**config.mk**
```make
export PLATFORM = sky130hd
export DESIGN_NAME = vga_rx_capture
export DESIGN_NICKNAME = d
export VERILOG_FILES = /design/src/rtl/vga_timing_pkg.sv /design/src/rtl/vga_sync_edge.sv /design/src/rtl/vga_rx_capture.sv
export SDC_FILE = /design/constraint.sdc
export NUM_CORES = 1
export LEC_CHECK = 0
export ABC_CLOCK_PERIOD_IN_PS = 2450
export CORE_MARGIN = 3
export CORE_UTILIZATION = 50
export CTS_CLUSTER_SIZE = 12
export DETAILED_ROUTE_END_ITERATION = 7
export PLACE_DENSITY = 0.76
export SYNTH_ARGS = -nofsm -noshare
export SYNTH_HDL_FRONTEND = slang
export SYNTH_HIERARCHICAL = 1
export SYNTH_SLANG_ARGS = --single-unit
```
**constraint.sdc**
```tcl
create_clock -name clk -period 2.45 [get_ports clk]
set_input_delay 0.245 -clock clk [delete_from_list [all_inputs] [get_ports clk]]
set_output_delay 0.245 -clock clk [all_outputs]
set_load 0.02 [all_outputs]
```
**src/rtl/vga_timing_pkg.sv**
```systemverilog
// Shared 640x480@60 timing constants, derived active-area origin and
// the capture FSM state type for the VGA receive path.
package vga_timing_pkg;

    localparam int DEF_H_TOTAL  = 800;
    localparam int DEF_H_SYNC   = 96;
    localparam int DEF_H_BP     = 48;
    localparam int DEF_H_ACTIVE = 640;
    localparam int DEF_V_TOTAL  = 525;
    localparam int DEF_V_SYNC   = 2;
    localparam int DEF_V_BP     = 33;
    localparam int DEF_V_ACTIVE = 480;

    localparam int H_ACT_START = DEF_H_SYNC + DEF_H_BP;
    localparam int V_ACT_START = DEF_V_SYNC + DEF_V_BP;

    localparam int CNT_W = 10;

    typedef enum logic [1:0] {
        SEARCH = 2'd0,
        VERIFY = 2'd1,
        LOCKED = 2'd2
    } rx_state_t;

    function automatic logic [CNT_W-1:0] sat_inc(input logic [CNT_W-1:0] v);
        return (v == {CNT_W{1'b1}}) ? v : v + 1'b1;
    endfunction

endpackage

```
**src/rtl/vga_sync_edge.sv**
```systemverilog
// Two-flop synchroniser for the five VGA pins plus hsync falling-edge
// detection; all pins share one chain so colour stays aligned with sync.
module vga_sync_edge (
    input  logic       clk,
    input  logic       reset,
    input  logic [4:0] pins,
    output logic [4:0] sync,
    output logic       hsync_fall
);

    logic [4:0] s1;
    logic [4:0] s2;
    logic       s3;

    // Reset to 0 so a released reset never fakes an hsync fall
    always_ff @(posedge clk or posedge reset) begin
        if (reset) begin
            s1 <= '0;
            s2 <= '0;
            s3 <= 1'b0;
        end else begin
            s1 <= pins;
            s2 <= s1;
            s3 <= s2[4];
        end
    end

    assign sync       = s2;
    assign hsync_fall = s3 & ~s2[4];

endmodule

```
**src/rtl/vga_rx_capture.sv**
```systemverilog
// VGA capture front end: recovers h/v position, locks to frame timing and
// emits active pixels. Optional err_count output: define VGA_RX_ERR_CNT_EN.
module vga_rx_capture
    import vga_timing_pkg::*;
#(
    parameter int H_TOTAL  = DEF_H_TOTAL,
    parameter int H_SYNC   = DEF_H_SYNC,
    parameter int H_BP     = DEF_H_BP,
    parameter int H_ACTIVE = DEF_H_ACTIVE,
    parameter int V_TOTAL  = DEF_V_TOTAL,
    parameter int V_SYNC   = DEF_V_SYNC,
    parameter int V_BP     = DEF_V_BP,
    parameter int V_ACTIVE = DEF_V_ACTIVE
) (
    input  logic       clk,
    input  logic       reset,
    input  logic       vga_hsync,
    input  logic       vga_vsync,
    input  logic       vga_red,
    input  logic       vga_green,
    input  logic       vga_blue,
    output logic       pix_valid,
    output logic [9:0] pix_x,
    output logic [9:0] pix_y,
    output logic [2:0] pix_rgb,
    output logic       line_start,
    output logic       frame_start,
    output logic       locked,
    output logic       timing_err
`ifdef VGA_RX_ERR_CNT_EN
    ,
    output logic [7:0] err_count
`endif
);

    localparam logic [9:0] H_A0   = 10'(H_SYNC + H_BP);
    localparam logic [9:0] H_A1   = 10'(H_SYNC + H_BP + H_ACTIVE);
    localparam logic [9:0] V_A0   = 10'(V_SYNC + V_BP);
    localparam logic [9:0] V_A1   = 10'(V_SYNC + V_BP + V_ACTIVE);
    localparam logic [9:0] H_LAST = 10'(H_TOTAL - 1);
    localparam logic [9:0] V_LAST = 10'(V_TOTAL - 1);

    logic [4:0] pins_s;
    logic       hs_fall;
    logic       vs_s;
    logic [2:0] rgb_s;

    vga_sync_edge u_sync (
        .clk       (clk),
        .reset     (reset),
        .pins      ({vga_hsync, vga_vsync, vga_red, vga_green, vga_blue}),
        .sync      (pins_s),
        .hsync_fall(hs_fall)
    );

    assign vs_s  = pins_s[3];
    assign rgb_s = pins_s[2:0];

    logic [9:0] h_cnt;
    logic [9:0] v_cnt;
    logic       vs_prev;
    logic [2:0] rgb_d;

    logic vs_start;
    logic line_fail;
    logic frame_ok;

    assign vs_start  = hs_fall & vs_prev & ~vs_s;
    assign line_fail = hs_fall & (h_cnt != H_LAST);
    assign frame_ok  = (v_cnt == V_LAST);

    // rgb_d keeps colour in step with the counters it is judged against
    always_ff @(posedge clk or posedge reset) begin
        if (reset) begin
            h_cnt   <= '0;
            v_cnt   <= '0;
            vs_prev <= 1'b0;
            rgb_d   <= '0;
        end else begin
            rgb_d <= rgb_s;
            if (hs_fall) begin
                h_cnt   <= '0;
                vs_prev <= vs_s;
                v_cnt   <= vs_start ? '0 : sat_inc(v_cnt);
            end else begin
                h_cnt <= sat_inc(h_cnt);
            end
        end
    end

    rx_state_t state;
    rx_state_t state_nx;
    logic      err_nx;

    always_ff @(posedge clk or posedge reset) begin
        if (reset) begin
            state <= SEARCH;
        end else begin
            state <= state_nx;
        end
    end

    // Line check outranks the frame check on a shared sample
    always_comb begin
        state_nx = state;
        err_nx   = 1'b0;
        unique case (state)
            SEARCH: begin
                if (vs_start) begin
                    state_nx = VERIFY;
                end
            end
            VERIFY: begin
                if (line_fail) begin
                    state_nx = SEARCH;
                    err_nx   = 1'b1;
                end else if (vs_start) begin
                    if (frame_ok) begin
                        state_nx = LOCKED;
                    end else begin
                        state_nx = SEARCH;
                        err_nx   = 1'b1;
                    end
                end
            end
            LOCKED: begin
                if (line_fail || (vs_start && !frame_ok)) begin
                    state_nx = SEARCH;
                    err_nx   = 1'b1;
                end
            end
            default: begin
                state_nx = SEARCH;
            end
        endcase
    end

    logic active;

    always_comb begin
        locked = (state == LOCKED);
        active = locked
               && (h_cnt >= H_A0) && (h_cnt < H_A1)
               && (v_cnt >= V_A0) && (v_cnt < V_A1);
    end

    always_ff @(posedge clk or posedge reset) begin
        if (reset) begin
            timing_err <= 1'b0;
        end else begin
            timing_err <= err_nx;
        end
    end

    // Coordinates hold their last value outside the active area
    always_ff @(posedge clk or posedge reset) begin
        if (reset) begin
            pix_valid   <= 1'b0;
            pix_x       <= '0;
            pix_y       <= '0;
            pix_rgb     <= '0;
            line_start  <= 1'b0;
            frame_start <= 1'b0;
        end else begin
            pix_valid   <= active;
            pix_rgb     <= active ? rgb_d : 3'b000;
            line_start  <= active && (h_cnt == H_A0);
            frame_start <= active && (h_cnt == H_A0) && (v_cnt == V_A0);
            if (active) begin
                pix_x <= h_cnt - H_A0;
                pix_y <= v_cnt - V_A0;
            end
        end
    end

`ifdef VGA_RX_ERR_CNT_EN
    always_ff @(posedge clk or posedge reset) begin
        if (reset) begin
            err_count <= '0;
        end else if (timing_err && (err_count != 8'hff)) begin
            err_count <= err_count + 8'd1;
        end
    end
`endif

endmodule

```
* Yosys cells after proc, flatten, opt, wreduce, memory -nomap -nowiden
Index checks and enable logic that the tools add are counted.
Word-level totals: flip-flop bits (word level) 64, input bits 7, output and inout port bits 28, logic and storage cells 70
Operators by class: add/sub/neg operators 4, order comparisons 4, equal/unequal tests 13, multiplexer cells 16, bitwise gates (word level) 6, reduce and logical (&&, ||, !) cells 12
Operators by type and width (number):
- 10-bit two-way mux | 4
- 10-bit equality test, second input constant | 3
- 10-bit by 1-bit adder with 10-bit output, second input constant | 2
- 10-bit < comparator, second input constant | 2
- 10-bit by 6-bit equality test with 1-bit output, second input constant | 1
- 10-bit by 8-bit equality test with 1-bit output, second input constant | 1
- 10-bit by 6-bit greater-or-equal comparator with 1-bit output, second input constant | 1
- 10-bit by 8-bit greater-or-equal comparator with 1-bit output, second input constant | 1
- 2-bit two-way mux | 5
- 10-bit != test, second input constant | 1
- 10-bit by 6-bit subtractor with 10-bit output, second input constant | 1
- 10-bit by 8-bit subtractor with 10-bit output, second input constant | 1
- 1-bit logical AND | 7
- 2-bit != test, second input constant | 3
- 2-bit one-hot mux with 3 select lines | 1
- 1-bit AND | 4
- 1-bit two-way mux | 4
- 3-bit two-way mux | 1
- 3-bit != test, second input constant | 1
- 3-bit AND reduction | 1
- 2-bit by 1-bit equality test with 1-bit output, second input constant | 1
- 2-bit equality test, second input constant | 1
- 2-bit logical NOT | 1
- 2-bit by 1-bit != test with 1-bit output, second input constant | 1
- other kinds (5) | 6

* Logic depth before layout (Yosys ltp)
Gate-level depths: netlist of run 1.
depth in word-level cells 8, depth in mapped cells 9, mapped depth without buffers 7

* Hierarchy
The synthesis of run 1 kept the hierarchy.
Modules (own cells, without submodules):
- vga_rx_capture | instances 1, cells an instance 264, area each 2798.9 sq um, sequential area each 1326.3 sq um
- vga_sync_edge | instances 1, cells an instance 13, area each 292.8 sq um, sequential area each 275.3 sq um

* Least setup slack after synthesis of run 1
No wires, ideal clock.
path kind reg2reg, start point register v_cnt[0], end point register pix_y[0], library setup time 0.125 ns, arrival 2.206 ns, data required time 2.325 ns, setup slack 0.119 ns, stages on the path, launching flop included 10, buffers on the path 3, period minus slack after synthesis 2.331 ns, cells stage by stage dfrtp_1 > ha_1 > clkbuf_1 > o41ai_1 > a21oi_1 > o21ai_1 > or3_1 > buf_6 > buf_6 > mux2_4
Between the ends: longest elaborated chain between the ends 3, elaborated cells between the ends (all ways) 5, those cells by class 1 x add/sub; 2 x order compare; 2 x reduce/logical
Ends and longest elaborated chain:
- start: declaration | line vga_rx_capture.sv:60 | logic [9:0] v_cnt;
- start signal: assignment | line vga_rx_capture.sv:84 | v_cnt <= vs_start ? '0 : sat_inc(v_cnt);
- 10-bit by 6-bit greater-or-equal comparator with 1-bit output | line vga_rx_capture.sv:144 | && (v_cnt >= V_A0) && (v_cnt < V_A1);
- 1-bit logical AND (2 in series) | line vga_rx_capture.sv:144
- end signal: assignment | line vga_rx_capture.sv:171 | pix_y <= v_cnt - V_A0;
- end: declaration | line vga_rx_capture.sv:24 | output logic [9:0] pix_y,
Several ways; a longest one is shown, not always the timed one. A chain may end at the register's enable or synchronous reset.

* Worst setup path after layout of run 1
start point register h_cnt[5], end point register pix_y[3]
Between the ends: longest elaborated chain between the ends 5, elaborated cells between the ends (all ways) 6, those cells by class 2 x order compare; 4 x reduce/logical
Ends and longest elaborated chain:
- start: declaration | line vga_rx_capture.sv:59 | logic [9:0] h_cnt;
- start signal: assignment | line vga_rx_capture.sv:86 | h_cnt <= sat_inc(h_cnt);
- 10-bit by 8-bit greater-or-equal comparator with 1-bit output | line vga_rx_capture.sv:143 | && (h_cnt >= H_A0) && (h_cnt < H_A1)
- 1-bit logical AND | line vga_rx_capture.sv:143
- 1-bit logical AND (*) | line vga_rx_capture.sv:143
- 1-bit logical AND (*) (2 in series) | line vga_rx_capture.sv:144
Every way passes the cells marked *; elsewhere a longest branch is shown, timed or not.

==> results of run 1 <==
registers in the layout (all words and copies together) (netlist names):
name / flops
h_cnt: 10
pix_x: 10
pix_y: 10
v_cnt: 10
u_sync/s1: 5
u_sync/sync: 5
pix_rgb: 3
rgb_d: 3
state: 2
frame_start: 1
line_start: 1
pix_valid: 1
timing_err: 1
u_sync/s3: 1
vs_prev: 1
per-layer routing:
metal | share of wire (%) | global-route usage (%) | vias to the layer above | wire, microns
met4 | 2.1 | 9.06 | 0 | 127
met2 | 47 | 29.0 | 59 | 2850
met1 | 46 | 26.1 | 1061 | 2760
met5 | 0 | 0 | - | 0
li1 | - | - | 1037 | -
met3 | 4.8 | 3.93 | 13 | 290
synth_stat cells (5+ instances only):
| master | n |
|---|---|
| nand3_1 | 11 |
| a21oi_1 | 7 |
| mux2_4 | 15 |
| dfrtp_1 | 64 |
| nor2_1 | 27 |
| clkbuf_1 | 7 |
| inv_1 | 17 |
| mux2_2 | 5 |
| ha_1 | 10 |
| xor2_1 | 14 |
| xnor2_1 | 7 |
| o21ai_0 | 12 |
| buf_2 | 5 |
| nand2_1 | 18 |
logic make-up after synthesis:
kind of cell,after synthesis
AND/OR/NAND/NOR,92
flip-flops,64
buffers and inverters,35
AO/OA/AOI/OAI,34
XOR/XNOR,21
multiplexers,21
adder cells (fa/ha/maj),10
where the power goes:
group / leakage (uW) / internal (uW) / switching (uW)
Sequential: 0.000848 / 1130 / 75.6
Combinational: 0.000862 / 204 / 247
Clock: 0.000106 / 599 / 402
cell type report:
cell class / instances / area, sq um / area share (%)
timing repair buffer: 56 / 505 / 13.3
tap: 75 / 93.8 / 2.46
sequential: 64 / 1600 / 42.0
multi-input combinational: 178 / 1330 / 34.8
clock inverter: 5 / 80.1 / 2.10
inverter: 17 / 63.8 / 1.67
clock buffer: 11 / 141 / 3.71
worst max-delay path by stage:
stage,startpoint,to,cells after the start,slack (ns)
2_1_floorplan,v_cnt[0]$_DFFE_PP0P_,pix_y[0]$_DFFE_PP0N_,9,0.12
3_3_place_gp,h_cnt[5]$_DFFE_PP0P_,pix_y[3]$_DFFE_PP0N_,8,0.10
3_5_place_dp,h_cnt[5]$_DFFE_PP0P_,pix_y[3]$_DFFE_PP0N_,8,-0.06
4_1_cts,h_cnt[5]$_DFFE_PP0P_,pix_y[3]$_DFFE_PP0N_,8,0.03
5_1_grt,v_cnt[0]$_DFFE_PP0P_,pix_y[3]$_DFFE_PP0N_,7,0.04
6_report,h_cnt[5]$_DFFE_PP0P_,pix_y[3]$_DFFE_PP0N_,8,0.15
per-stage QoR:
step           setup WS [ns]  power [uW]  instances  instance area (sq um)  utilization, %
4_1_cts               0.0252        2670        406                   3800            63.7
5_1_grt               0.0435        2820        406                   3810            64.0
3_3_place_gp           0.104        1640        390                   3570            59.9
3_5_place_dp         -0.0590        1660        390                   3570            59.9
2_1_floorplan          0.119        1500        277                   3090               -
6_report               0.154        2660        406                   3810            64.0
what timing repair did:
| action | CTS | global route |
|---|---|---|
| cloned | 0 | 0 |
| setup endpoints to repair | 15 | 16 |
| gates resized for setup | 1 | 4 |
==> results.json, run 1 <==
{
  "worstSetupPathType": "flop to flop",
  "finalSetupViolations": 0,
  "syn_area_per_cell_sq_um": 11.2,
  "layout_commonest_cell": "dfrtp_1",
  "synth_edf_count": 0,
  "num_vias": 2170,
  "whs_ns": 0.238,
  "final_max_slew_viol_count": 0,
  "min_period_over_period_pct": 93.7,
  "grt_pass1_vias": 2218,
  "crit_slowest_cell": "or3_4",
  "start_util_pct": 51.9,
  "post-route-min-period_ns": 2.30,
  "crit_fanout": 9,
  "routed_wl_microns": 6020,
  "die_height_microns": 84.6,
  "antenna_found_initial": 0,
  "grt_max_degree": 21,
  "synth_top_area_share_pct": 51.8,
  "synthCells": 277,
  "dp_hpwl_microns": 4380,
  "synth_simple_gate_area_share_pct": 15.9,
  "grt_usage_pct": 19.1,
  "synth_compound_area_share_pct": 6.84,
  "die_area_sq_mm": 0.00716,
  "ys.flop_type": "dfrtp_1",
  "wl_per_cell_microns": 14.8,
  "drv_cap": 0,
  "insertion_delay_ns": 0.34,
  "drive_above_1_share_pct": 19.3,
  "synth_top_family_by_area": "simple AND/OR/NAND/NOR gates",
  "synth-adder-area-share_pct": 4.05,
  "postSynth.asyncResetShare_pct": 100,
  "max_slew_margin_pct": 69.1,
  "nFillCells": 468,
  "cts_htree_levels": 3,
  "syn_area_sq_mm": 0.00309,
  "cts_inserted_buffers": 9,
  "path_clk_slew_ns": 0.07,
  "cts_tree": "yes",
  "peakVddDrop_mv": 0.452,
  "synth_largest_area_cell": "dfrtp_1",
  "worstPathBufferInverterCount": 2,
  "skew_ns": 0.00670,
  "syn-num-nets": 294,
  "drt_iter0_drc": 150,
  "worst_slew_pin_slew_ns": 0.452,
  "n_antenna_cell": 0,
  "grt_setup_unrepaired": "no",
  "clock.fmax_mhz": 435,
  "clockBufferDepth": 2,
  "fp-row-count": 28,
  "start_kind": "flop",
  "grt_pass1_wl_microns": 10600,
  "post-cts-setup-buffer-count": 0,
  "hold_viol": 0,
  "crit_family": "simple AND/OR/NAND/NOR gates",
  "crit_path_end_kind": "flop",
  "via_per_inst": 5.34,
  "p_leak_uw": 0.00182,
  "layout_common_cells": "dfrtp_1, clkdlybuf4s50_1, nor2_1",
  "power.density_mw_per_mm2": 696,
  "syn_to_final_growth_pct": 23.4,
  "regToRegStartpoint": "h_cnt[5]$_DFFE_PP0P_",
  "cts-root-buf": "clkbuf_8",
  "coreArea_sq_mm": 0.00596,
  "tns_ns": 0,
  "postCtsHoldBufs": 0,
  "muxShareOfSynthArea_pct": 9.43,
  "drtAntennaViolNets": 0,
  "hold_class": "input pin to asynchronous set/reset pin",
  "status": "finished, final reports clean",
  "ys_ff_latch": 64,
  "cp.required_ns": 2.67,
  "worstPathArrival_ns": 2.52,
  "pin_count": 35,
  "cp_cell_sequence": "inv_2, ha_2, nor4b_4, nand3_1, and3_1, or3_4, buf_4, mux2_4",
  "synth_xor_xnor_area_share_pct": 5.95,
  "firstDrtPassIters": 4,
  "r2r-end": "pix_y[3]$_DFFE_PP0N_",
  "synth_top_cells_by_area": "dfrtp_1, mux2_4, ha_1, xor2_1, nor2_1",
  "clock_sinks": 64,
  "seq_area_frac_synth_pct": 51.8,
  "gr-total-overflow": 0,
  "critPathMaxStageDelay_ns": 0.43,
  "yosysUniqueCellTypes": 43,
  "gp_congestion": 0.841,
  "die_w_microns": 84.6,
  "port_buffers": 34,
  "drc": 0,
  "nets": 343,
  "yosysWarnings": 6,
  "reg2regPathDepth": 8,
  "r2r_slack_ns": 0.15
}
Power figures use the tool's default switching activity.
==> inputs of run 2 (changes only) <==
--- a/config.mk
+++ b/config.mk
@@ -11,6 +11,7 @@
 export CTS_CLUSTER_SIZE = 12
 export DETAILED_ROUTE_END_ITERATION = 7
 export PLACE_DENSITY = 0.76
+export SETUP_SLACK_MARGIN = 0.05
 export SYNTH_ARGS = -nofsm -noshare
 export SYNTH_HDL_FRONTEND = slang
 export SYNTH_HIERARCHICAL = 1
==> run 2 against run 1 <==
Final cell count did not move. Clock skew about the same. Fmax increased by 0.79%. Power grew 0.22%. Clock power hardly changed. Via count up 0.69%. Sequential power about the same. Global-route usage hardly changed. Routed wire length is 0.38% higher. Largest cell class unchanged. Largest power group unchanged. Highest routed layer unchanged.
==> results.json, run 2 (synthesis results as in run 1) <==
{
  "status": "finished, final reports clean",
  "stdcell_area_sq_mm": 0.00383,
  "nFillCells": 466,
  "multi_input_area_sq_mm": 0.00134,
  "via_per_inst": 5.38,
  "grt_setup_unrepaired": "no",
  "start_util_pct": 51.9,
  "worst_slew_pin_slew_ns": 0.443,
  "max_slew_margin_pct": 69.7,
  "layout_common_cells": "dfrtp_1, clkdlybuf4s50_1, nor2_1",
  "cp_cell_sequence": "inv_2, ha_2, nor4b_4, nand3_2, and3_1, or3_4, buf_4, mux2_4",
  "num_vias": 2185,
  "hold_viol": 0,
  "skew_ns": 0.00695,
  "die_area_sq_mm": 0.00716,
  "finalSetupViolations": 0,
  "drv_cap": 0,
  "crit_slowest_cell": "or3_4",
  "seq_area_sq_mm": 0.00160,
  "path_clk_slew_ns": 0.07,
  "syn_to_final_growth_pct": 23.8,
  "crit_family": "simple AND/OR/NAND/NOR gates",
  "fp-row-count": 28,
  "coreArea_sq_mm": 0.00596,
  "clock_sinks": 64,
  "die_height_microns": 84.6,
  "nets": 343,
  "grt_pass1_vias": 2221,
  "worstSetupPathType": "flop to flop",
  "drive_above_1_share_pct": 19.9,
  "cts_htree_levels": 3,
  "dp_hpwl_microns": 4380,
  "grt_usage_pct": 19.0,
  "critPathMaxStageDelay_ns": 0.43,
  "power.density_mw_per_mm2": 695,
  "insertion_delay_ns": 0.34,
  "layout_commonest_cell": "dfrtp_1",
  "worstPathBufferInverterCount": 2,
  "grt_max_degree": 21,
  "worstPathArrival_ns": 2.50,
  "gr-total-overflow": 0,
  "pin_count": 35,
  "drc": 0,
  "port_buffers": 34,
  "firstDrtPassIters": 5,
  "post-route-min-period_ns": 2.28,
  "clock.fmax_mhz": 439,
  "drtAntennaViolNets": 0,
  "wl_per_cell_microns": 14.9,
  "hold_class": "input pin to asynchronous set/reset pin",
  "routed_wl_microns": 6040,
  "finalWorstSetupSlack_ns": 0.172,
  "pre_cts_slack_ns": -0.0590,
  "post-cts-setup-buffer-count": 0,
  "antenna_found_initial": 0,
  "grt_pass1_wl_microns": 10600,
  "crit_fanout": 9,
  "die_w_microns": 84.6,
  "clockBufferDepth": 2,
  "place_area_sq_mm": 0.00357,
  "min_period_over_period_pct": 93.0,
  "crit_path_end_kind": "flop",
  "postCtsHoldBufs": 0,
  "start_kind": "flop",
  "peakVddDrop_mv": 0.453,
  "p_leak_uw": 0.00182,
  "cts_inserted_buffers": 9,
  "n_antenna_cell": 0,
  "gp_congestion": 0.841,
  "final_max_slew_viol_count": 0,
  "cts-root-buf": "clkbuf_8",
  "cts_tree": "yes",
  "cp.required_ns": 2.67,
  "drt_iter0_drc": 147,
  "ctsResizeCount": 2
}
[run 2: power breakdown]
group	total (uW)	switching (uW)	internal, uW
combinational	451	248	204
sequential	1210	78.9	1130
clock	1000	403	599
total	2660	730	1930
[run 2: routing by layer]
metal / global-route usage (%) / vias up / part of all wire [%]
met2: 28.8 / 51 / 48
met3: 4.12 / 12 / 4.3
met4: 9.21 / 0 / 1.7
met5: 0 / - / 0
met1: 26.1 / 1089 / 46
li1: - / 1033 / -
[run 2: final timing paths]
| check | slack (ns) | endpoint | start | cells after the start |
|---|---|---|---|---|
| setup / recovery | 0.17 | pix_y[3]$_DFFE_PP0N_ | h_cnt[5]$_DFFE_PP0P_ | 8 |
| hold / removal | 0.24 | u_sync/sync[4]$_DFF_PP0_ | reset | 2 |
| setup reg to reg | 0.17 | pix_y[3]$_DFFE_PP0N_ | h_cnt[5]$_DFFE_PP0P_ | 8 |
| hold reg to reg | 0.35 | rgb_d[1]$_DFF_PP0_ | u_sync/sync[1]$_DFF_PP0_ | 0 |
| max in group asynchronous | 1.61 | pix_y[5]$_DFFE_PP0N_ | reset | 3 |
| min in group clk | 0.34 | u_sync/s1[3]$_DFF_PP0_ | vga_vsync | 1 |
[run 2: cell type report]
type / count / share of cell area (%)
inverter: 17 / 1.67
sequential: 64 / 41.9
clock inverter: 5 / 2.09
multi-input combinational: 178 / 35.0
timing repair buffer: 56 / 13.2
tap: 75 / 2.45
clock buffer: 11 / 3.70
[run 2: per-stage QoR]
step | hold WS, ns | TNS, ns | cells | util (%) | total power [uW]
2_1_floorplan | 0.0974 | 0 | 277 | - | 1500
3_3_place_gp | 0.331 | 0 | 390 | 59.9 | 1640
3_5_place_dp | 0.335 | -0.449 | 390 | 59.9 | 1660
4_1_cts | 0.231 | 0 | 406 | 63.8 | 2680
5_1_grt | 0.247 | 0 | 406 | 64.2 | 2820
6_report | 0.238 | 0 | 406 | 64.2 | 2660
==> inputs of run 3 (changes only) <==
--- a/config.mk
+++ b/config.mk
@@ -5,12 +5,13 @@
 export SDC_FILE = /design/constraint.sdc
 export NUM_CORES = 1
 export LEC_CHECK = 0
+export ABC_AREA = 1
 export ABC_CLOCK_PERIOD_IN_PS = 2450
 export CORE_MARGIN = 3
-export CORE_UTILIZATION = 50
+export CORE_UTILIZATION = 51
 export CTS_CLUSTER_SIZE = 12
 export DETAILED_ROUTE_END_ITERATION = 7
-export PLACE_DENSITY = 0.76
+export PLACE_DENSITY = 0.77
 export SETUP_SLACK_MARGIN = 0.05
 export SYNTH_ARGS = -nofsm -noshare
 export SYNTH_HDL_FRONTEND = slang
==> run 3 against run 2 <==
Clock skew rose by 0.0010 ns. Via count is 14% higher. Register-to-register slack better by 0.25 ns. Final cell count is 21% higher. Clock power decreased by 16%. Fmax increased by 12%. Sequential share of layout area is 1.0 points higher. Worst hold slack worse by 0.099 ns. Setup slack gained 0.25 ns. Power is 5.5% lower. Non-clock buffer count decreased by 17. Largest cell class unchanged.
==> results.json, run 3 <==
{
  "ctsResizeCount": 0,
  "synth_compound_area_share_pct": 5.28,
  "routed_wl_microns": 6020,
  "min_period_over_period_pct": 82.8,
  "regToRegStartpoint": "h_cnt[4]$_DFFE_PP0P_",
  "synth_top_area_share_pct": 50.5,
  "crit_path_end_kind": "flop",
  "drc": 0,
  "nets": 429,
  "skew_ns": 0.00795,
  "grt_max_degree": 48,
  "cts_inserted_buffers": 9,
  "drtAntennaViolNets": 0,
  "coreArea_sq_mm": 0.00596,
  "antenna_found_initial": 0,
  "syn_area_per_cell_sq_um": 8.39,
  "firstDrtPassIters": 4,
  "synth_edf_count": 0,
  "muxShareOfSynthArea_pct": 0,
  "drive_above_1_share_pct": 8.63,
  "grt_pass1_vias": 2408,
  "crit_family": "simple AND/OR/NAND/NOR gates",
  "synth_largest_area_cell": "dfrtp_1",
  "path_common_cell": "nor2_1",
  "cts_tree": "yes",
  "grt_pass1_wl_microns": 10900,
  "r2r_slack_ns": 0.42,
  "hold_class": "input pin to asynchronous set/reset pin",
  "postCtsHoldBufs": 0,
  "cp.required_ns": 2.68,
  "grt_use_met2_pct": 29.5,
  "port_buffers": 34,
  "worst_slew_pin_slew_ns": 0.388,
  "synth-adder-area-share_pct": 3.94,
  "place_area_sq_mm": 0.00355,
  "stdcell_area_sq_mm": 0.00373,
  "synth_top_cells_by_area": "dfrtp_1, nand2_1, nand3_1, inv_1, ha_1",
  "grtUsageMet1_pct": 25.4,
  "tns_ns": 0,
  "cp_num_cells": 11,
  "die_w_microns": 84.9,
  "power.density_mw_per_mm2": 673,
  "grt_usage_pct": 19.3,
  "finalSetupViolations": 0,
  "syn_area_sq_mm": 0.00317,
  "post-route-min-period_ns": 2.03,
  "grt_setup_unrepaired": "no",
  "gp_congestion": 0.906,
  "insertion_delay_ns": 0.34,
  "busiest_layer": "met2",
  "clockBufferDepth": 2,
  "met3_usage_pct": 5.34,
  "start_kind": "flop",
  "ys_ff_latch": 64,
  "clock.fmax_mhz": 493,
  "max_slew_margin_pct": 74.1,
  "cts-root-buf": "clkbuf_8",
  "cts_htree_levels": 3,
  "yosysUniqueCellTypes": 33,
  "synthCells": 378,
  "worstPathBufferInverterCount": 1,
  "synth_commonest_cells": "nand2_1, dfrtp_1, nand3_1",
  "worstSetupPathType": "flop to flop",
  "reg2regPathDepth": 11,
  "gr-total-overflow": 0,
  "synth_top_family_by_area": "simple AND/OR/NAND/NOR gates",
  "cp_cell_sequence": "inv_1, ha_1, nand2_2, nor2_1, nor2_1, nor2_1, nand2_2, nor2_4, nand2_4, nand2_1, nand2_1",
  "crit_fanout": 24,
  "whs_ns": 0.139,
  "crit_slowest_cell": "dfrtp_1",
  "synth.most_common_cell": "nand2_1",
  "ys.flop_type": "dfrtp_1",
  "n_antenna_cell": 0,
  "startpoint": "h_cnt[4]$_DFFE_PP0P_",
  "fp-row-count": 28,
  "status": "finished, final reports clean",
  "worstPathArrival_ns": 2.26,
  "critPathMaxStageDelay_ns": 0.42,
  "final_max_slew_viol_count": 0,
  "seq_area_frac_synth_pct": 50.5,
  "yosysWarnings": 6,
  "hold_viol": 0,
  "p_leak_uw": 0.00190,
  "endpoint": "pix_x[0]$_DFFE_PP0N_",
  "num_vias": 2495,
  "path_clk_slew_ns": 0.07,
  "pin_count": 35,
  "post-cts-setup-buffer-count": 0,
  "dp_hpwl_microns": 4410,
  "clock_sinks": 64,
  "die_area_sq_mm": 0.00720,
  "synth_simple_gate_area_share_pct": 29.3,
  "peakVddDrop_mv": 0.343,
  "r2r-end": "pix_x[0]$_DFFE_PP0N_",
  "drt_iter0_drc": 183,
  "via_per_inst": 5.07,
  "start_util_pct": 53.3,
  "wl_per_cell_microns": 12.2,
  "syn-num-nets": 395,
  "layout_common_cells": "nand2_1, dfrtp_1, nand3_1",
  "drv_cap": 0,
  "syn_to_final_growth_pct": 17.7,
  "postSynth.asyncResetShare_pct": 100,
  "die_height_microns": 84.9,
  "layout_commonest_cell": "nand2_1",
  "synth_xor_xnor_area_share_pct": 2.48
}
## run 3: per-stage QoR
stage                     std cells  utilization, %  worst slack, ns  power [uW]
after detailed placement        476            59.7            0.419        1690
after global routing            492            62.7            0.193        2670
final                           492            62.7            0.421        2510
after global placement          476            59.7            0.504        1670
after floorplan                 378               -            0.839        1580
after CTS                       492            62.7            0.400        2540
## run 3: cell type report
type / count / area, sq um
fill: 527 / 2220
sequential: 64 / 1600
multi-input combinational: 254 / 1300
inverter: 44 / 165
clock inverter: 4 / 45.0
tap: 75 / 93.8
clock buffer: 12 / 135
timing repair buffer: 39 / 390
## run 3: how the worst min path moves through the flow
| stage | cells after the start | endpoint | start | slack [ns] |
|---|---|---|---|---|
| after floorplan | 1 | u_sync/s1[0]$_DFF_PP0_ | reset | 0.1 |
| after global placement | 0 | u_sync/sync[1]$_DFF_PP0_ | u_sync/s1[1]$_DFF_PP0_ | 0.33 |
| after detailed placement | 0 | rgb_d[0]$_DFF_PP0_ | u_sync/sync[0]$_DFF_PP0_ | 0.33 |
| after CTS | 2 | pix_rgb[2]$_DFF_PP0_ | reset | 0.13 |
| after global routing | 2 | state[1]$_DFFE_PP0P_ | reset | 0.15 |
| final | 2 | pix_rgb[2]$_DFF_PP0_ | reset | 0.14 |
## run 3: logic make-up (layout without fill, tap and decap cells)
kind of cell | after synthesis | after routing
buf+inv | 60 | 99
compound gates | 30 | 30
simple gates | 205 | 205
flops | 64 | 64
fa+ha+maj | 10 | 10
xor+xnor | 9 | 9
## run 3: metal layers
layer  wire length (microns)  up-vias
li1                        -     1268
met1                    2790     1139
met2                    2780       76
met3                     339       12
met4                     113        0
met5                       0        -
## run 3: power by group
group | switching, uW | internal, uW | leakage [uW]
sequential | 94.0 | 1130 | 0.000848
clock | 374 | 465 | 0.0000941
combinational | 277 | 169 | 0.000956
## run 3: worst reg2reg max path: cells and delay by family, from the launching register on
kind / cells / cell delay (ns)
flops: 1 / 0.42
buf+inv: 1 / 0.17
simple gates: 9 / 1.09
fa+ha+maj: 1 / 0.24
